==> config.mk <==
export PLATFORM = sky130hd
export DESIGN_NAME = fetch_unit
export DESIGN_NICKNAME = d
export VERILOG_FILES = /design/src/rtl/fetch_pkg.sv /design/src/rtl/program_counter.sv /design/src/rtl/fetch_unit.sv
export SDC_FILE = /design/constraint.sdc
export NUM_CORES = 1
export LEC_CHECK = 0
export ABC_AREA = 1
export CORE_ASPECT_RATIO = 1.4
export CORE_MARGIN = 8
export CORE_UTILIZATION = 45
export DETAILED_ROUTE_END_ITERATION = 7
export PLACE_DENSITY = 0.77
export SYNTH_ARGS = -nofsm -noshare
export SYNTH_HDL_FRONTEND = slang
export SYNTH_SLANG_ARGS = --single-unit
==> constraint.sdc <==
create_clock -name clk -period 2.5 [get_ports clk]
set_clock_uncertainty 0.2 [all_clocks]
set_input_delay 0.5 -clock clk [delete_from_list [all_inputs] [get_ports clk]]
set_output_delay 0.5 -clock clk [all_outputs]
set_load 0.01 [all_outputs]
==> src/rtl/fetch_pkg.sv <==
// Shared fetch/decode definitions: FSM states, PC-mux selects, instruction types
// and the reserved halt encoding.
package fetch_pkg;

    typedef enum logic [1:0] {
        ST_IDLE   = 2'b00,
        ST_RUN    = 2'b01,
        ST_HALTED = 2'b10
    } state_t;

    typedef enum logic [1:0] {
        ITYPE_R = 2'b00,
        ITYPE_M = 2'b01,
        ITYPE_B = 2'b10,
        ITYPE_S = 2'b11
    } instr_type_t;

    typedef enum logic [1:0] {
        PC_HOLD      = 2'b00,
        PC_LOAD_ZERO = 2'b01,
        PC_BRANCH    = 2'b10,
        PC_INC       = 2'b11
    } pc_op_t;

    // M-type with subop 3'b111; the decoder never issues this encoding.
    localparam logic [8:0] HALT_INSTR = 9'h0FF;

endpackage

==> src/rtl/program_counter.sv <==
// Program counter register with its hold / load-zero / branch / increment mux.
module program_counter
    import fetch_pkg::*;
#(
    parameter int PC_W = 10
) (
    input  logic            clk,
    input  logic            reset,
    input  pc_op_t          i_op,
    input  logic [PC_W-1:0] i_branch_target,
    output logic [PC_W-1:0] o_pc
);

    logic [PC_W-1:0] r_pc;
    logic [PC_W-1:0] w_pc_next;

    // NOTE: every always_comb output gets a default first so no path infers a latch.
    always_comb begin
        w_pc_next = r_pc;
        case (i_op)
            PC_HOLD:      w_pc_next = r_pc;
            PC_LOAD_ZERO: w_pc_next = '0;
            PC_BRANCH:    w_pc_next = i_branch_target;
            PC_INC:       w_pc_next = r_pc + PC_W'(1);
            default:      w_pc_next = r_pc;
        endcase
    end

    // NOTE: state registers use non-blocking assignments so all flops update together.
    always_ff @(posedge clk) begin
        if (reset) begin
            r_pc <= '0;
        end else begin
            r_pc <= w_pc_next;
        end
    end

    assign o_pc = r_pc;

endmodule

==> src/rtl/fetch_unit.sv <==
// Instruction fetch: IDLE/RUN/HALTED sequencer, retired-instruction counter and
// presentation of the ROM word to the decoder.
module fetch_unit
    import fetch_pkg::*;
#(
    parameter int PC_W    = 10,
    parameter int INSTR_W = 9,
    parameter int CNT_W   = 16
) (
    input  logic               clk,
    input  logic               reset,
    input  logic               start,
    input  logic               stall,
    input  logic [INSTR_W-1:0] instr_data,
    input  logic               branch_en,
    input  logic [PC_W-1:0]    branch_target,
    output logic [PC_W-1:0]    instr_addr,
    output logic [INSTR_W-1:0] instr,
    output logic               instr_valid,
    output logic [PC_W-1:0]    pc,
    output logic               done,
    output logic [CNT_W-1:0]   retired
);

    state_t           r_state;
    logic             r_done;
    logic [CNT_W-1:0] r_retired;

    logic             w_running;
    logic             w_is_halt;
    pc_op_t           w_pc_op;
    logic [PC_W-1:0]  w_pc;

    assign w_running = (r_state == ST_RUN);
    assign w_is_halt = (instr_data == INSTR_W'(HALT_INSTR));

    // Halt outranks a taken branch; stall outranks both.
    always_comb begin
        w_pc_op = PC_HOLD;
        case (r_state)
            ST_IDLE, ST_HALTED: begin
                if (start) w_pc_op = PC_LOAD_ZERO;
            end
            ST_RUN: begin
                if (!stall) begin
                    if (w_is_halt)      w_pc_op = PC_HOLD;
                    else if (branch_en) w_pc_op = PC_BRANCH;
                    else                w_pc_op = PC_INC;
                end
            end
            default: w_pc_op = PC_HOLD;
        endcase
    end

    program_counter #(
        .PC_W(PC_W)
    ) u_pc (
        .clk            (clk),
        .reset          (reset),
        .i_op           (w_pc_op),
        .i_branch_target(branch_target),
        .o_pc           (w_pc)
    );

    always_ff @(posedge clk) begin
        if (reset) begin
            r_state   <= ST_IDLE;
            r_retired <= '0;
            r_done    <= 1'b0;
        end else begin
            case (r_state)
                ST_IDLE, ST_HALTED: begin
                    if (start) begin
                        r_state   <= ST_RUN;
                        r_retired <= '0;
                        r_done    <= 1'b0;
                    end
                end
                ST_RUN: begin
                    if (!stall) begin
                        // Counter saturates rather than wrapping.
                        if (r_retired != '1) r_retired <= r_retired + CNT_W'(1);
                        if (w_is_halt) begin
                            r_state <= ST_HALTED;
                            r_done  <= 1'b1;
                        end
                    end
                end
                default: begin
                    r_state <= ST_IDLE;
                    r_done  <= 1'b0;
                end
            endcase
        end
    end

    assign instr_addr  = w_pc;
    assign pc          = w_pc;
    assign instr       = w_running ? instr_data : '0;
    assign instr_valid = w_running;
    assign done        = r_done;
    assign retired     = r_retired;

endmodule
==> results of run 1 <==
==> metal layers <==
layer | global-route usage | up-vias
met4 | 0.0402 | 0
met3 | 0.0358 | 5
met5 | 0 | -
li1 | - | 1158
met1 | 0.172 | 1026
met2 | 0.320 | 69
==> worst register-to-register path, cell delays in order, from the launching register on <==
cell and delay, ns:
dfxtp_1 0.46, ha_1 0.33, nand3_2 0.12, nor2_4 0.16, nand4_2 0.13, nand2_4 0.22
inv_4 0.14, nor2_1 0.12, nor2_1 0.05, nor2_1 0.07
==> through the flow <==
step / hold slack, ns / instances / area, µm² / worst slack [ns] / utilization
after CTS: 0.320 / 462 / 2780 / 0.108 / 0.628
after floorplan: 0.313 / 339 / 2010 / 0.668 / -
after detailed placement: 0.306 / 458 / 2710 / 0.117 / 0.612
after global routing: 0.343 / 462 / 2780 / 0.0235 / 0.628
final: 0.315 / 462 / 2780 / 0.117 / 0.628
after global placement: 0.283 / 458 / 2710 / 0.127 / 0.612
==> report_power, final <==
group | internal, mW | total (mW) | switching, mW
combinational | 0.120 | 0.256 | 0.136
sequential | 0.458 | 0.477 | 0.0190
clock | 0.215 | 0.366 | 0.152
==> cell type report <==
cell class / count / area (µm²)
clock buffers: 3 / 41.3
flip-flops and latches: 28 / 561
multi-input cells: 241 / 1130
well taps: 62 / 77.6
inverters: 52 / 198
clock inverters: 1 / 30.0
fillers: 445 / 1650
repair buffers: 75 / 738
==> cell families (layout without fill, tap and decap cells) <==
logic type                 count (synthesis)  count (layout)  synth area share
buffers and inverters                     70             131             0.158
xor gates and xnor gates                  10              10            0.0435
adders and majority gates                  2               2            0.0124
DFF                                       28              28             0.278
and+or+nand+nor                          212             212             0.464
AOI/OAI and AO/OA                         17              17            0.0429
==> cells in the final DEF (no fill, tap or decap) <==
master           instances
clkdlybuf4s50_1         70
nand3b_1                 1
inv_1                   50
nor3_1                   2
xor2_1                   7
nand2_1                 81
bufinv_16                1
nand4_1                  8
inv_2                    1
o22ai_1                  1
nor2_4                   1
o21ai_1                  1
nand2_4                  1
a21oi_1                  9
xnor2_1                  3
nand2_2                  2
nor3_2                   1
nor2_1                  68
nor3b_1                  1
dfxtp_1                 28
nand3_1                 37
o21ai_0                  6
inv_4                    1
buf_4                    5
nand4_2                  1
nor2_2                   6
ha_1                     2
nand3_2                  2
clkbuf_8                 3
==> registers in the layout (all words and copies together) (netlist names) <==
| signal | cells |
|---|---|
| u_pc.o_pc | 10 |
| retired | 16 |
| r_state | 2 |
==> path summary, 6_finish.rpt <==
check | from | endpoint | cells after the start
max | instr_data[3] | instr[3] | 4
min | r_state[1] | r_state[1] | 2
max reg2reg | retired[0] | retired[14] | 9
min reg2reg | r_state[1] | r_state[1] | 2
==> results.md, run 1 <==
* Metal2 WL at 2970 µm
* Reg2reg setup slack at 0.44 ns
* Final antenna-violating net count at 0
* Sequential share of the synthesized area at 0.278
* Ys async rst share at 0
* Post-Syn Area at 0.00201 mm²
* Crit path DAT at approximately 1.7 ns
* Vias/cell at a little under 5
* Layout cells sized above 1 at 0.0625
* Postcts setup bufs at 0
* Worst-Margin Slew at around 0.39 ns
* Fmax at 420 MHz
* Critical Path RT at between 1.5 and 2 ns
* Count leader, synth: nand2_1
* Post-synth top area share at 0.278
* Top sig layer: met4
* Final Cycle Share at 0.953
* Ports at 71
* Via count at approximately 2300
* Max transition margin at 0.741
* Max-Cap Viols at 0
* HPWL after detailed placement at between 4000 and 5000 µm
* Clk sinks at 28
* Worst-skew pair later-pin latency at 0.28 ns
* TNS Setup at 0 ns
* Crit end category: primary output
* Largest net degree at the start of global routing at 18
* Clk root buf: clkbuf_8
* Cell family with most CP delay: buffers and inverters
* Die Ht at 95.1 µm
* Power per Cell Area at between 300 and 400 mW/mm²
* Post-synth EDFFs at 0
* Remaining DRCs at 0
* Placer Congestion at a little under 0.9
* Synthesis Warnings at 0
* Tmin final at between 2 and 2.5 ns
* First-pass GRT wire length at 9330 µm
* Die X at 72.5 µm
* CP Class: in -> out
* Synth cell types at 29
* Crit-path max FO at 2
* Starting Density at 0.455
* Port Buffers at 70
* Final net count at between 400 and 500
* Yosys reg bits at 28
* Routed wire length at a little under 6000 µm
* Lkg Pwr at 1.23 nW
* RSZ-0062 raised after global routing: no
* CTS Buffer Depth at 2
* Core area at approximately 0.0044 mm²
* Mapped Nets at 365
* Die footprint at roughly 0.007 mm²
* CP Cell Sequence: clkdlybuf4s50_1 -> inv_1 -> nor2_1 -> clkdlybuf4s50_1
* Most frequent CP cell: clkdlybuf4s50_1
* Largest stage delay on the critical path at between 0.5 and 0.6 ns
* Wire per inst at approximately 13 µm
* Hold Crit Class: reg -> reg
* Met3 wire length at roughly 410 µm
* CTS Buf Count at 3
* Number of global-route vias before repair at roughly 2100
* Drt first pass iters at 4
* Rows at 29
* Outcome: complete, no violations
* Design Power at 1.10 mW
* Post_cts resized at 0
* TritonCTS clock tree: built
* Total grt overflow at 0
* Area delta synth->final at 38.0%
* Hold bufs inserted after CTS at 0
* Initial DRC Count at approximately 120
* Antenna Cells at 0
* Primary FF master, synth: dfxtp_1
* Cells after Synth at approximately 340
* Area leader, netlist: dfxtp_1
* Clock Pin Slew Worst Setup and Hold Paths at 0.10 ns
* H-tree depth at 1
* Worst path slowest cell: clkdlybuf4s50_1
* Largest cells by area after synthesis: dfxtp_1 (28%), nand2_1 (15%), nor2_1 (13%)
* Post-synthesis average cell area at 5.94 µm²
* Peak supply drop at approximately 0.00019 V
* Final hold viol count at 0
* Worst path bufs/invs at 3
* Initial antenna violation count at 0
* GRT Util Overall at 0.165
* CP startpoint kind: input pin
* Setup Viol. Count Final at 0
* Max Transition Viols Final at 0
* Synth top cells by count: nand2_1 (81), nor2_1 (68), inv_1 (50)
* M1 wire length at around 2400 µm
(Power assumes the default switching activity.)
==> inputs of run 2 (changes only) <==
- CORE_MARGIN: 8 -> 10
- GPL_ROUTABILITY_DRIVEN: unset -> 0
- PLACE_DENSITY: 0.77 -> 0.8
==> results.md, run 2 (synthesis gave the netlist of run 1 again) <==
* Met3 global-route usage at 0.0459
* Die Ht at around 100 µm
* Fmax at between 400 and 500 MHz
* GR Layer Usage met2 at 0.277
* Via count at roughly 2300
* Port Buffers at 70
* Number of global-route vias before repair at ~2100
* Outcome: complete, no violations
* Crit end category: primary output
* Gr busiest metal: met2
* Postcts setup bufs at 0
* Max Transition Viols Final at 0
* Starting Density at 0.471
* Rows at 28
* TritonCTS clock tree: built
* Final antenna-violating net count at 0
* Worst-skew pair later-pin latency at about 0.28 ns
* Power per Cell Area at 370 mW/mm²
* Clock Pin Slew Worst Setup and Hold Paths at roughly 0.090 ns
* Most frequent cells in the layout: nand2_1 (81), clkdlybuf4s50_1 (70), nor2_1 (68), inv_1 (50), nand3_1 (37)
* H-tree depth at 1
* Largest net degree at the start of global routing at 18
* Post_cts resized at 0
* GRT Util Overall at 0.155
* TNS Setup at 0 ns
* CTS Buffer Depth at 2
* Tmin final at roughly 2.4 ns
* Final hold viol count at 0
* Core area at 0.00427 mm²
* Clk sinks at 28
* CP startpoint kind: input pin
* Crit path DAT at roughly 1.7 ns
* Initial antenna violation count at 0
* Commonest non-fill, non-tap cell in the layout: nand2_1
* Layout cells sized above 1 at 0.0625
* Antenna Cells at 0
* Die footprint at approximately 0.0076 mm²
* Hold bufs inserted after CTS at 0
* Reg2reg path depth at 9
* Max-Cap Viols at 0
* Worst-Margin Slew at 0.398 ns
* Max FFs per register at 16
* RSZ-0062 raised after global routing: no
* Initial DRC Count at between 100 and 150
* Crit-path max FO at 2
* CP Class: in -> out
* Die X at ~77 µm
* Met1 Use GR at 0.170
* HPWL after detailed placement at 4680 µm
* Clk root buf: clkbuf_8
* Filler cells at about 390
* CTS Buf Count at 3
* Hold Crit Class: reg -> reg
* Hold Path Depth at 2
* Peak supply drop at between 0.0002 and 0.00025 V
* Final Cycle Share at 0.962
* Remaining DRCs at 0
* Routed wire length at slightly below 6000 µm
* Drt first pass iters at 5
* Critical Path RT at 1.80 ns
* Wire per inst at 12.9 µm
* Ports at 71
* First-pass GRT wire length at between 10000 and 15000 µm
* Area delta synth->final at 37.1%
* Max transition margin at 0.735
* Setup Viol. Count Final at 0
* Final net count at approximately 430
* Vias/cell at just under 5
* Lkg Pwr at between 1 and 1.5 nW
* Hold_ws at just over 0.3 ns
* Total grt overflow at 0
## run 2: cell types whose count changed in the layout (fill, tap and decap cells not counted), sizes merged
cell / change
clkbuf: +1
bufinv: -1
## run 2: cell type report
cell class / count / area [µm²] / area share
Tap cell: 60 / 75.1 / 0.0272
Inverter: 52 / 198 / 0.0716
Timing Repair Buffer: 75 / 738 / 0.267
Sequential cell: 28 / 561 / 0.203
Clock buffer: 4 / 55.1 / 0.0199
Multi-Input combinational cell: 241 / 1130 / 0.411
## run 2: worst paths after layout
path / from / end / slack (ns)
max: instr_data[8] / instr[8] / 0.1
min: r_state[1] / r_state[1] / 0.31
max reg2reg: r_state[0] / u_pc.o_pc[2] / 0.44
min reg2reg: r_state[1] / r_state[1] / 0.31
## run 2: power by group
group,internal (mW),switching [mW],leakage [nW]
sequential,0.458,0.0190,0.227
combinational,0.119,0.136,0.965
clock,0.141,0.146,0.0288
## run 2: critical path, cell delays in order
cell and delay, ns:
clkdlybuf4s50_1 0.48, inv_1 0.05, nor2_1 0.12, clkdlybuf4s50_1 0.56
## run 2: per-stage QoR
step	std cells	area, µm²	setup WS [ns]	util	power [mW]
2_1_floorplan	339	2010	0.668	-	0.623
3_3_place_gp	456	2710	0.137	0.633	0.740
3_5_place_dp	456	2710	0.109	0.633	0.745
4_1_cts	460	2760	0.0922	0.646	1.04
5_1_grt	460	2760	0.00524	0.646	1.08
6_report	460	2760	0.0955	0.646	1.02
## run 2: metal layers
| metal | part of all wire | vias up |
|---|---|---|
| met5 | 0 | - |
| met4 | 0.024 | 0 |
| met2 | 0.49 | 87 |
| li1 | - | 1159 |
| met3 | 0.078 | 17 |
| met1 | 0.41 | 992 |
==> inputs of run 3 (changes only) <==
- GPL_ROUTABILITY_DRIVEN: 0 -> unset
==> results of run 3 <==
Same layout as run 2: the final DEF is identical, and so are final timing and power.
==> edit: new RTL, flow settings as in run 1 <==
Remove the case item `PC_INC` of the case on `i_op`.
--- a/src/rtl/program_counter.sv
+++ b/src/rtl/program_counter.sv
@@ -22,5 +22,4 @@
             PC_LOAD_ZERO: w_pc_next = '0;
             PC_BRANCH:    w_pc_next = i_branch_target;
-            PC_INC:       w_pc_next = r_pc + PC_W'(1);
             default:      w_pc_next = r_pc;
         endcase
Formal check against the unedited RTL: not equivalent (a bounded check fails within 4 cycles, from zero or initial values and one cycle with reset high).
==> edit against run 1 <==
  * Worst setup slack worse by 14 ps
  * Power is 7.4% lower
  * Synthesized area is 12% lower
  * Count of clock-buffer cells in the layout stayed put
  * Sequential cell count stayed put
  * Design area is 8.3% lower
  * Wire length is 13% lower
  * Global-route usage is 0.091 points lower
==> edit: results (changes against run 1) <==
| Metric | Value |
|---|---|
| Htree depth | 1 (unchanged) |
| Cells after synthesis | 294 (-13%) |
| Max rail drop VDD | 281 µV (+50%) |
| Placed cells | 400 (-13%) |
| Seq/Total Area, Yosys | 31.6% (+3.8 points) |
| Dpl cell area | 2470 µm² (-8.7%) |
| First-pass GRT wire length | 8.88 mm (-4.8%) |
| Compound-cell area share of the yosys netlist | 7.91% (+3.6 points) |
| CP startpoint | instr_data[8] |
| Worst Tran Pin Value | 275 ps (-114 ps) |
| Top cells by count, synth | nand2_1 (95), nor2_1 (44), inv_1 (41) |
| Hold depth | 2 (unchanged) |
| Worst Hold Endpoint | u_pc.o_pc[4] |
| All-Layer GR Usage | 16.4% (-0.091 points) |
| WL/cell | 12.5 µm (about the same) |
| Detailed Routing Iterations Pass 1 | 4 (unchanged) |
| Top cells by area, synth | dfxtp_1 (32%), nand2_1 (20%), nor2_1 (9.3%), inv_1 (8.7%), nand3_1 (5.9%) |
| Min Hold Slack | 277 ps (-38.0 ps) |
| RR Startpoint | r_state[0] |
| Non-filler cells, final | 404 (-13%) |
| HP Start | u_pc.o_pc[4] |
| Synth Area in Adders | 1.41% (+0.17 points) |
| Setup WS pre-CTS | -91.7 ps (-208 ps) |
| CTS Buffer Depth | 2 (unchanged) |
| Vias | 1,935 (-14%) |
| GPL Wtd Cong | 0.844 (-3.9%) |
| # diodes | 0 (unchanged) |
| Final nets | 388 (-9.1%) |
| R2R setup slack | 360 ps (-80 ps) |
| DPL Wire Length | 3.95 mm (-12%) |
| Share of layout cells above drive strength 1 | 6.93% (+0.68 points) |
| Status | finished, final reports clean |
| Synth Area in XOR/XNOR | 0% (-4.4 points) |
| R2r endpoint | u_pc.o_pc[8] |
| Syn_nets | 320 (-12%) |
| P_sw | 252 µW (-18%) |
| Total number of yosys warnings | 0 (unchanged) |
-- edit: cells by family after synthesis --
kind of cell	Yosys count
fa+ha+maj	2
flops	28
compound gates	27
buf+inv	62
simple gates	175
-- edit: layout make-up --
class	instances	area, µm²
inverters	45	171
repair buffers	80	776
fillers	369	1300
multi-input cells	204	915
clock buffers	3	41.3
clock inverters	1	30.0
well taps	43	53.8
flip-flops and latches	28	561
-- edit: critical path, stage by stage --
cell and delay [ps]:
clkdlybuf4s50_1 480, inv_1 40, nor2_1 100, clkdlybuf4s50_1 570
-- edit: routing by layer --
metal	share of wire, %	wire length (µm)	global-route usage, %
met1	43	2170	18.1
met2	49	2500	29.4
met3	6.1	307	3.85
met4	1.8	92	5.66
met5	0	0	0
-- edit: worst max path at each step --
| stage | end | slack, ps | cells past startpoint |
|---|---|---|---|
| 6_report | instr[8] | 100 | 4 |
| 5_1_grt | u_pc.o_pc[9] | 2 | 12 |
| 4_1_cts | instr[8] | 50 | 5 |
| 3_5_place_dp | u_pc.o_pc[8] | -90 | 12 |
| 3_3_place_gp | u_pc.o_pc[8] | -30 | 12 |
| 2_1_floorplan | u_pc.o_pc[1] | 380 | 10 |
-- edit: repair_timing --
action | in CTS | in global routing
setup endpoints to repair | 0 | 8
buffers inserted | 0 | 0
resized for setup | 0 | 2
-- edit: power groups by stage --
| stage | combinational [µW] | clock [µW] | sequential (µW) |
|---|---|---|---|
| detailed placement | 197 | 0 | 470 |
| finish | 198 | 360 | 460 |
| global placement | 196 | 0 | 470 |
| floorplan | 96.9 | 0 | 473 |
| CTS | 199 | 371 | 460 |
| global route | 220 | 388 | 462 |
-- edit: per-stage QoR --
| stage | util, % | total power [µW] |
|---|---|---|
| 2_1_floorplan | - | 570 |
| 3_3_place_gp | 64.2 | 666 |
| 3_5_place_dp | 64.2 | 668 |
| 4_1_cts | 66.0 | 1030 |
| 5_1_grt | 66.1 | 1070 |
| 6_report | 66.1 | 1020 |
